<file path="config.mk">
export PLATFORM = sky130hd
export DESIGN_NAME = inst_rom_loader
export DESIGN_NICKNAME = d
export VERILOG_FILES = /design/src/rtl/inst_rom_loader_pkg.sv /design/src/rtl/inst_rom_loader_byte_packer.sv /design/src/rtl/inst_rom_loader.sv
export SDC_FILE = /design/constraint.sdc
export NUM_CORES = 1
export LEC_CHECK = 0
export CAP_MARGIN = 20
export CELL_PAD_IN_SITES_DETAIL_PLACEMENT = 1
export CELL_PAD_IN_SITES_GLOBAL_PLACEMENT = 2
export CORE_MARGIN = 1
export CORE_UTILIZATION = 35
export DETAILED_ROUTE_END_ITERATION = 7
export PLACE_DENSITY_LB_ADDON = 0.1
export REMOVE_ABC_BUFFERS = 1
export SYNTH_ARGS = -nofsm -noshare
export SYNTH_HDL_FRONTEND = slang
export SYNTH_SLANG_ARGS = --single-unit
</file>
<file path="constraint.sdc">
create_clock -name clk -period 3.5 [get_ports clk]
set_clock_uncertainty 0.1 [all_clocks]
set_input_delay 0.35 -clock clk [delete_from_list [all_inputs] [get_ports clk]]
set_output_delay 0.35 -clock clk [all_outputs]
set_load 0.05 [all_outputs]
</file>
<file path="src/rtl/inst_rom_loader_pkg.sv">
// rtl/inst_rom_loader_pkg.sv - shared state encoding and stream framing constants for the ROM loader
package inst_rom_loader_pkg;

  localparam int LOADER_LEN_BYTES  = 2;
  localparam int LOADER_WORD_BYTES = 4;
  localparam int LEN_W             = LOADER_LEN_BYTES * 8;
  localparam int WORD_W            = LOADER_WORD_BYTES * 8;
  localparam int CNT_W             = $clog2(LOADER_WORD_BYTES);
  localparam logic [CNT_W-1:0] LAST_BYTE = CNT_W'(LOADER_WORD_BYTES - 1);

  typedef enum logic [2:0] {
    S_IDLE,
    S_LEN_HI,
    S_LEN_LO,
    S_DATA,
    S_WRITE,
    S_DONE,
    S_ERROR
  } state_t;

endpackage

</file>
<file path="src/rtl/inst_rom_loader_byte_packer.sv">
// rtl/inst_rom_loader_byte_packer.sv - big-endian byte-to-word assembler with byte count and full flag
module inst_rom_loader_byte_packer
  import inst_rom_loader_pkg::*;
(
  input  logic              clk,
  input  logic              rst,
  input  logic              clear,
  input  logic              shift_en,
  input  logic [7:0]        data,
  output logic [WORD_W-1:0] word,
  output logic [CNT_W-1:0]  count,
  output logic              full
);

  // First byte of a word ends up in the top byte after LOADER_WORD_BYTES shifts.
  always_ff @(posedge clk or negedge rst) begin
    if (!rst) begin
      word  <= '0;
      count <= '0;
      full  <= 1'b0;
    end else if (clear) begin
      word  <= '0;
      count <= '0;
      full  <= 1'b0;
    end else if (shift_en) begin
      word  <= {word[WORD_W-9:0], data};
      count <= count + CNT_W'(1);
      if (count == LAST_BYTE) begin
        full <= 1'b1;
      end
    end
  end

endmodule

</file>
<file path="src/rtl/inst_rom_loader.sv">
// rtl/inst_rom_loader.sv - streams a length-prefixed program image into the instruction ROM, then releases the core
module inst_rom_loader
  import inst_rom_loader_pkg::*;
#(
  parameter int ADDR_WIDTH = 10
) (
  input  logic                  clk,
  input  logic                  rst,
  input  logic                  start,
  input  logic                  byte_valid,
  input  logic [7:0]            byte_data,
  output logic                  byte_ready,
  output logic                  mem_we,
  output logic [ADDR_WIDTH-1:0] mem_addr,
  output logic [WORD_W-1:0]     mem_wdata,
  output logic                  cpu_rst,
  output logic                  busy,
  output logic                  done,
  output logic                  error
);

  // Capacity at LEN_W+1 bits so a full ROM (2**16 words) still compares correctly.
  localparam logic [LEN_W:0] CAPACITY = (LEN_W + 1)'(1) << ADDR_WIDTH;

  state_t                  state;
  state_t                  next;
  logic [7:0]              len_hi;
  logic [LEN_W-1:0]        len;
  logic [LEN_W-1:0]        word_cnt;
  logic [ADDR_WIDTH-1:0]   addr;
  logic [LEN_W-1:0]        len_full;
  logic                    xfer;
  logic                    start_ok;
  logic                    last_word;
  logic [CNT_W-1:0]        pk_count;
  logic                    pk_full;

  assign xfer      = byte_valid & byte_ready;
  assign start_ok  = start & ((state == S_IDLE) | (state == S_DONE) | (state == S_ERROR));
  assign len_full  = {len_hi, byte_data};
  assign last_word = ({1'b0, word_cnt} + (LEN_W + 1)'(1)) == {1'b0, len};
  assign mem_addr  = addr;

  inst_rom_loader_byte_packer u_packer (
    .clk      (clk),
    .rst      (rst),
    .clear    (start_ok | pk_full),
    .shift_en (xfer & (state == S_DATA)),
    .data     (byte_data),
    .word     (mem_wdata),
    .count    (pk_count),
    .full     (pk_full)
  );

  always_comb begin
    next = state;
    case (state)
      S_IDLE, S_DONE, S_ERROR: if (start) next = S_LEN_HI;
      S_LEN_HI: if (xfer) next = S_LEN_LO;
      S_LEN_LO: begin
        if (xfer) begin
          if (len_full == '0)                  next = S_DONE;
          else if ({1'b0, len_full} > CAPACITY) next = S_ERROR;
          else                                  next = S_DATA;
        end
      end
      S_DATA:  if (xfer && pk_count == LAST_BYTE) next = S_WRITE;
      S_WRITE: next = last_word ? S_DONE : S_DATA;
      default: next = S_IDLE;
    endcase
  end

  // Outputs are registered from the next state so they line up with the state they describe.
  always_ff @(posedge clk or negedge rst) begin
    if (!rst) begin
      state      <= S_IDLE;
      len_hi     <= '0;
      len        <= '0;
      word_cnt   <= '0;
      addr       <= '0;
      byte_ready <= 1'b0;
      mem_we     <= 1'b0;
      cpu_rst    <= 1'b1;
      busy       <= 1'b0;
      done       <= 1'b0;
      error      <= 1'b0;
    end else begin
      state      <= next;
      byte_ready <= (next == S_LEN_HI) | (next == S_LEN_LO) | (next == S_DATA);
      mem_we     <= (next == S_WRITE);
      cpu_rst    <= (next != S_DONE);
      busy       <= (next == S_LEN_HI) | (next == S_LEN_LO) | (next == S_DATA) | (next == S_WRITE);
      done       <= (next == S_DONE);
      error      <= (next == S_ERROR);
      if (start_ok) begin
        addr     <= '0;
        word_cnt <= '0;
      end
      if (state == S_LEN_HI && xfer) len_hi <= byte_data;
      if (state == S_LEN_LO && xfer) len    <= len_full;
      if (state == S_WRITE) begin
        word_cnt <= word_cnt + LEN_W'(1);
        if (!last_word) addr <= addr + ADDR_WIDTH'(1);
      end
    end
  end

endmodule

</file>
After elaboration in Yosys (flattened, before gate mapping)
Cells that the tools add are included.
{ "word_totals": {"inputBits": 12, "reg_bits": 94, "out_inout_bits": 48, "elab_cells": 73} }
{ "op_classes": {"n_bitwise": 9, "n_lt_le_gt_ge": 1, "mux": 20, "n_reduce_logical": 10, "n_addsub": 4, "eq_ne": 15} }
{ "op_table": {"columns": ["cell", "count"], "rows": [
  ["32-bit two-way mux", 2],
  ["16-bit two-way mux", 2],
  ["10-bit two-way mux", 3],
  ["3-bit two-way mux", 7],
  ["3-bit equality test, second input constant", 6],
  ["16-bit by 1-bit adder with 17-bit output, second input constant", 1],
  ["17-bit by 16-bit equality test with 1-bit output", 1],
  ["16-bit by 1-bit adder with 16-bit output, second input constant", 1],
  ["16-bit by 11-bit greater-than comparator with 1-bit output, second input constant", 1],
  ["16-bit zero test", 1],
  ["3-bit one-hot mux with 5 select lines", 1],
  ["3-bit by 2-bit equality test with 1-bit output, second input constant", 4],
  ["10-bit by 1-bit adder with 10-bit output, second input constant", 1],
  ["3-bit by 1-bit equality test with 1-bit output, second input constant", 2],
  ["1-bit OR", 6],
  ["2-bit nonzero test", 3],
  ["2-bit two-way mux", 2],
  ["1-bit AND", 3],
  ["1-bit logical AND", 3],
  ["3-bit zero test", 1],
  ["1-bit two-way mux", 3],
  ["3-bit != test, second input constant", 1],
  ["3-bit OR reduction", 1],
  ["2-bit by 1-bit adder with 2-bit output, second input constant", 1],
  ["other kinds (2)", 2]
]} }

Depth between registers and ports, before layout
{ "depth": {"word_depth": 9, "mapped_depth": 10, "mapped_depth_nobuf": 8} }

By module
Synthesis repeated with hierarchy kept, for this count alone.
{ "hier_totals": {"cells_unflattened": 462, "area_unflattened_um2": 4880.9} }
{ "by_module_without_submodules": {"columns": ["mod", "cells_per_inst", "n_inst", "area_per_inst_um2", "seq_area_each_um2"], "rows": [
  ["inst_rom_loader", 348, 1, 3424.5, 1477.7],
  ["inst_rom_loader_byte_packer", 114, 1, 1456.4, 875.8]
]} }

Worst setup path after synthesis
OpenSTA, ideal clock, no wires.
{ "synth_path": {"path_type": "register to register", "startpoint": "register word_cnt[0]", "endpoint": "register addr[4] (netlist: mem_addr[4])", "required_time_ps": 3332, "setup_time_ps": 68, "period_less_slack_ps": 2812, "setup_slack_ps": 688, "stages_incl_launch_ff": 11, "n_path_buf": 2, "arrival_ps": 2644, "cell_sequence": "dfrtp_1 ha_1 nand3_1 clkbuf_1 nor4_1 mux2i_1 o21ai_0 or4_4 buf_6 mux2_4 nand2_1"} }
{ "synth_between": {"elab_chain_len": 4} }
{ "synth_rtl": {"columns": ["item", "line", "rtl"], "rows": [
  ["start, declared", "inst_rom_loader.sv:29", "logic [LEN_W-1:0] word_cnt;"],
  ["start signal, assigned", "inst_rom_loader.sv:102", "word_cnt <= word_cnt + LEN_W'(1);"],
  ["16-bit by 1-bit adder with 17-bit output", "inst_rom_loader.sv:41", "assign last_word = ({1'b0, word_cnt} + (LEN_W + 1)'(1)) == {1'b0, len};"],
  ["17-bit by 16-bit equality test with 1-bit output", "inst_rom_loader.sv:41", null],
  ["10-bit two-way mux", "inst_rom_loader.sv:103", "if (!last_word) addr <= addr + ADDR_WIDTH'(1);"],
  ["10-bit two-way mux", "inst_rom_loader.sv:101", "if (state == S_WRITE) begin"],
  ["end signal, assigned", "inst_rom_loader.sv:103", null],
  ["end, declared", "inst_rom_loader.sv:30", "logic [ADDR_WIDTH-1:0] addr;"]
]} }
Every way passes these cells.
A chain may end at the register's enable or synchronous reset.

Worst setup path after layout
{ "layout_path": {"startpoint": "register word_cnt[0]", "endpoint": "register error"} }
{ "layout_between": {"elab_chain_len": 5} }
{ "layout_rtl": {"columns": ["item", "line", "rtl"], "rows": [
  ["16-bit by 1-bit adder with 17-bit output", "inst_rom_loader.sv:41", null],
  ["17-bit by 16-bit equality test with 1-bit output", "inst_rom_loader.sv:41", null],
  ["3-bit two-way mux", "inst_rom_loader.sv:68", "S_WRITE: next = last_word ? S_DONE : S_DATA;"],
  ["3-bit one-hot mux with 5 select lines", "inst_rom_loader.sv:57", "case (state)"],
  ["named net next[2]", "inst_rom_loader.sv:26", "state_t next;"],
  ["3-bit equality test", "inst_rom_loader.sv:94", "error <= (next == S_ERROR);"],
  ["end signal, assigned", "inst_rom_loader.sv:94", null],
  ["end, declared", "inst_rom_loader.sv:19", "output logic error"]
]} }
The timed path passes the listed nets, and every way through them passes these cells.

==> flow_summary.html <==
<table>
<tr><th>Metric</th><th>Value</th></tr>
<tr><th colspan="2">Pwr</th></tr>
<tr><td>Max VDD drop</td><td>just under 0.4 mV</td></tr>
<tr><td>Total power density per cell area</td><td>about 730 nW/um2</td></tr>
<tr><td>Leakage power of the design</td><td>0.00237 uW</td></tr>
<tr><td>Sum of internal, switching and leakage power</td><td>between 4000 and 5000 uW</td></tr>
<tr><th colspan="2">Timing</th></tr>
<tr><td>Fmax</td><td>322 MHz</td></tr>
<tr><td>Setup repair after global routing missed its margin</td><td>false</td></tr>
<tr><td>Tightest slew margin relative to the limit</td><td>~44%</td></tr>
<tr><td>Worst Max-Slew Pin Slew</td><td>between 800 and 900 ps</td></tr>
<tr><td>Portion of the clock cycle consumed by the worst path in the final layout</td><td>between 80% and 90%</td></tr>
<tr><td>Hold Worst Slack</td><td>-2.15 ps</td></tr>
<tr><td>Final hold vios</td><td>1</td></tr>
<tr><td>Time the final worst path needs with I/O delays and setup</td><td>just over 3000 ps</td></tr>
<tr><td>Count of final setup violators</td><td>0</td></tr>
<tr><td>Count of pins over their slew limit</td><td>0</td></tr>
<tr><td>Sum of negative setup slack</td><td>0 ps</td></tr>
<tr><th colspan="2">Floorplanning</th></tr>
<tr><td>Die Footprint</td><td>13900 um2</td></tr>
<tr><td>Initial core utilization</td><td>36.6%</td></tr>
<tr><td>Die Y</td><td>around 120 um</td></tr>
<tr><td>Width of the chip</td><td>118 um</td></tr>
<tr><td>Core area</td><td>12800 um2</td></tr>
<tr><td>Cell Rows</td><td>41</td></tr>
<tr><td>I/O pin count</td><td>60</td></tr>
<tr><th colspan="2">Detailed routing</th></tr>
<tr><td>Final antenna-violating net count</td><td>0</td></tr>
<tr><td>Via count normalized by instance count</td><td>5.26</td></tr>
<tr><td>Total iterations of the first detailed-routing run</td><td>4</td></tr>
<tr><td>DR WL/cell</td><td>17.0 um</td></tr>
<tr><td>Starting DRT DRC Count</td><td>164</td></tr>
<tr><td>Routed WL</td><td>12200 um</td></tr>
<tr><td>Number of vias in the routed layout</td><td>roughly 3.8k</td></tr>
<tr><td>DR DRC count</td><td>0</td></tr>
<tr><th colspan="2">Placed design</th></tr>
<tr><td>Number of I/O port buffers</td><td>59</td></tr>
<tr><td>RD Place Congestion</td><td>0.767</td></tr>
<tr><td>Post-DP HPWL</td><td>about 8400 um</td></tr>
<tr><th colspan="2">Finish</th></tr>
<tr><td>Filler cell count</td><td>roughly 1.5k</td></tr>
<tr><td>Synthesis-to-finish area growth</td><td>22.5%</td></tr>
<tr><td>Share of post-route cells with drive strength above 1</td><td>a little under an eighth</td></tr>
<tr><td>Post-layout nets</td><td>553</td></tr>
<tr><td>Antenna diode instance count</td><td>0</td></tr>
<tr><td>Final core area utilization</td><td>between 40% and 50%</td></tr>
<tr><th colspan="2">Clock tree</th></tr>
<tr><td>Number of hold-repair buffers added at the cts stage</td><td>0</td></tr>
<tr><td>H-tree depth</td><td>3</td></tr>
<tr><td>Post-CTS setup buffers</td><td>0</td></tr>
<tr><td>Clk buf depth</td><td>2</td></tr>
<tr><td>Number of clock sinks seen by CTS</td><td>94</td></tr>
<tr><td>CTS clock-pin slew for the worst setup and hold paths</td><td>70 ps</td></tr>
<tr><td>Post-CTS resize count</td><td>0</td></tr>
<tr><td>CTS tree</td><td>built</td></tr>
<tr><td>Clock Latency Late Sink</td><td>350 ps</td></tr>
<tr><td>Number of buffers created by CTS</td><td>9</td></tr>
<tr><td>Clock tree root driver cell</td><td>clkbuf_16</td></tr>
<tr><th colspan="2">Synthesis</th></tr>
<tr><td>Cell Area, Synth</td><td>4690 um2</td></tr>
<tr><td>Number of distinct library cells after synthesis</td><td>56</td></tr>
<tr><td>Primary flip-flop cell chosen by synthesis mapping</td><td>dfrtp_1</td></tr>
<tr><td>Seq cells post-synth</td><td>between 90 and 100</td></tr>
<tr><td>Fraction of registers with async set/reset</td><td>100%</td></tr>
<tr><td>Mean instance size in the synthesized netlist</td><td>9.56 um2</td></tr>
<tr><td>Post-synth EDFFs</td><td>0</td></tr>
<tr><td>Instance count of the mapped netlist</td><td>491</td></tr>
<tr><td>Synthesis Warnings</td><td>0</td></tr>
<tr><td>Register area share after synthesis</td><td>50.2%</td></tr>
<tr><th colspan="2">Min path</th></tr>
<tr><td>Class of the most critical hold timing path</td><td>in2async</td></tr>
<tr><th colspan="2">Setup path</th></tr>
<tr><td>Maximum fanout along the worst path</td><td>9</td></tr>
<tr><td>CP Launch Type</td><td>flop</td></tr>
<tr><td>Startpoint-to-endpoint class of the critical path</td><td>reg2reg</td></tr>
<tr><td>Worst reg2reg startpoint</td><td>word_cnt[0]</td></tr>
<tr><td>CP Capture Type</td><td>flop</td></tr>
<tr><td>CP Cell Sequence</td><td>ha_1, nand3_1, nor4_1, mux2i_1, o21ai_0, or4_4, o21ai_4, a21boi_2</td></tr>
<tr><td>Delay contributed by the slowest stage of the critical path</td><td>660 ps</td></tr>
<tr><td>Cell with the largest stage delay on the worst path</td><td>or4_4</td></tr>
<tr><td>Arrival time at the worst endpoint</td><td>3280 ps</td></tr>
<tr><td>Data required, critical path</td><td>3680 ps</td></tr>
<tr><td>Worst setup path start</td><td>word_cnt[0]</td></tr>
<tr><th colspan="2">GRT</th></tr>
<tr><td>Gr ovfl total</td><td>0</td></tr>
<tr><td>Via count of the first global-routing pass</td><td>between 3k and 4k</td></tr>
<tr><td>Wire length of the first global-routing pass</td><td>20500 um</td></tr>
<tr><td>Maximum number of pins on one net before global-route repair</td><td>66</td></tr>
<tr><td>GRT Resource Usage Total</td><td>a little under a fifth</td></tr>
<tr><td>Initial antenna violation count</td><td>0</td></tr>
<tr><th colspan="2">Status</th></tr>
<tr><td>Violated checks</td><td>hold timing</td></tr>
<tr><td>Result of the run</td><td>finished with violations</td></tr>
<tr><th colspan="2">Run</th></tr>
<tr><td>Max-cap check violation count</td><td>0</td></tr>
</table>
per-stage QoR:
| stage | cell area (um2) | cells | setup slack, ps |
|---|---|---|---|
| global placement | 5440 | 699 | 520 |
| global route | 5750 | 715 | 177 |
| CTS | 5750 | 715 | 391 |
| detailed placement | 5440 | 699 | 413 |
| finish | 5750 | 715 | 395 |
| floorplan | 4550 | 458 | 720 |
kinds of logic after synthesis:
kind of cell / synth area share [%]
AND/OR/NAND/NOR: 20.8
AO/OA/AOI/OAI: 13.0
flip-flops: 50.2
buffers and inverters: 3.49
multiplexers: 7.79
XOR/XNOR: 4.03
adder cells (fa/ha/maj): 0.800
worst max-delay path, delay by kind of cell, from the launching register on:
family                     cells  cell delay [ps]
adders and majority gates      1              290
DFF                            1              450
muxes                          1              230
AOI/OAI and AO/OA              3              600
and+or+nand+nor                3             1370
synth_stat cells (6+ instances only):
| master | count | area, um2 |
|---|---|---|
| a21oi_1 | 44 | 220 |
| and3_1 | 7 | 43.8 |
| clkbuf_1 | 25 | 93.8 |
| dfrtp_1 | 93 | 2330 |
| mux2_2 | 24 | 270 |
| mux2i_1 | 8 | 80.1 |
| nand2_1 | 100 | 375 |
| nand3_1 | 18 | 90.1 |
| nand4_1 | 6 | 37.5 |
| nor2_1 | 22 | 82.6 |
| nor3_1 | 8 | 40.0 |
| nor4_1 | 10 | 62.6 |
| o21ai_0 | 24 | 120 |
| xnor2_1 | 13 | 114 |
| xor2_1 | 6 | 52.6 |
metal layers:
metal | global-route usage, % | routed length, um | vias to the layer above
met3 | 3.63 | 300 | 12
met1 | 25.1 | 5810 | 1876
met2 | 30.2 | 5900 | 46
li1 | - | - | 1825
met5 | 0 | 0 | -
met4 | 6.33 | 170 | 0
report_power, final:
part	switching [uW]	leakage [uW]	internal [uW]	total [uW]
sequential	291	0.00125	1360	1650
combinational	928	0.000975	614	1540
clock	440	0.000147	582	1020
final cells by class:
| cell class | instances | area, um2 | share of cell area, % |
|---|---|---|---|
| clock buffer | 11 | 243 | 4.22 |
| tap | 172 | 215 | 3.75 |
| inverter | 5 | 18.8 | 0.327 |
| sequential | 94 | 2350 | 41.0 |
| clock inverter | 5 | 63.8 | 1.11 |
| multi-input combinational | 359 | 2190 | 38.1 |
| timing repair buffer | 69 | 663 | 11.5 |
path summary, 6_finish.rpt:
check / to / slack, ps / depth (start not counted)
setup / recovery: error / 400 / 8
hold / removal: u_packer.word[31] / -2 / 1
setup reg to reg: error / 400 / 8
hold reg to reg: u_packer.word[28] / 420 / 2
max in group asynchronous: cpu_rst / 2480 / 2
min in group clk: u_packer.word[28] / 420 / 2
placed cells by master, fill, tap and decap left out, types with 4 or more instances in the layout:
| cell | n |
|---|---|
| nand3b_1 | 4 |
| nand2_1 | 100 |
| mux2i_1 | 8 |
| nor4_1 | 10 |
| a31oi_1 | 4 |
| mux2_2 | 24 |
| nand2b_1 | 4 |
| nand3_1 | 18 |
| clkdlybuf4s50_1 | 58 |
| clkbuf_16 | 9 |
| and3_1 | 7 |
| nor3_1 | 8 |
| buf_4 | 11 |
| xnor2_1 | 13 |
| inv_1 | 5 |
| o211ai_1 | 4 |
| a21oi_1 | 44 |
| nor2_1 | 22 |
| o41ai_1 | 5 |
| dfrtp_1 | 93 |
| xor2_1 | 6 |
| o31ai_1 | 4 |
| o21ai_0 | 24 |
| nand4_1 | 6 |
sequential cells by signal, indices dropped and copies added, names as in the netlist, 2 cells and up:
name            count
len                16
len_hi              8
mem_addr           10
state               3
u_packer.count      2
u_packer.word      32
word_cnt           16
Note: power is estimated with default switching activity, not from simulation.
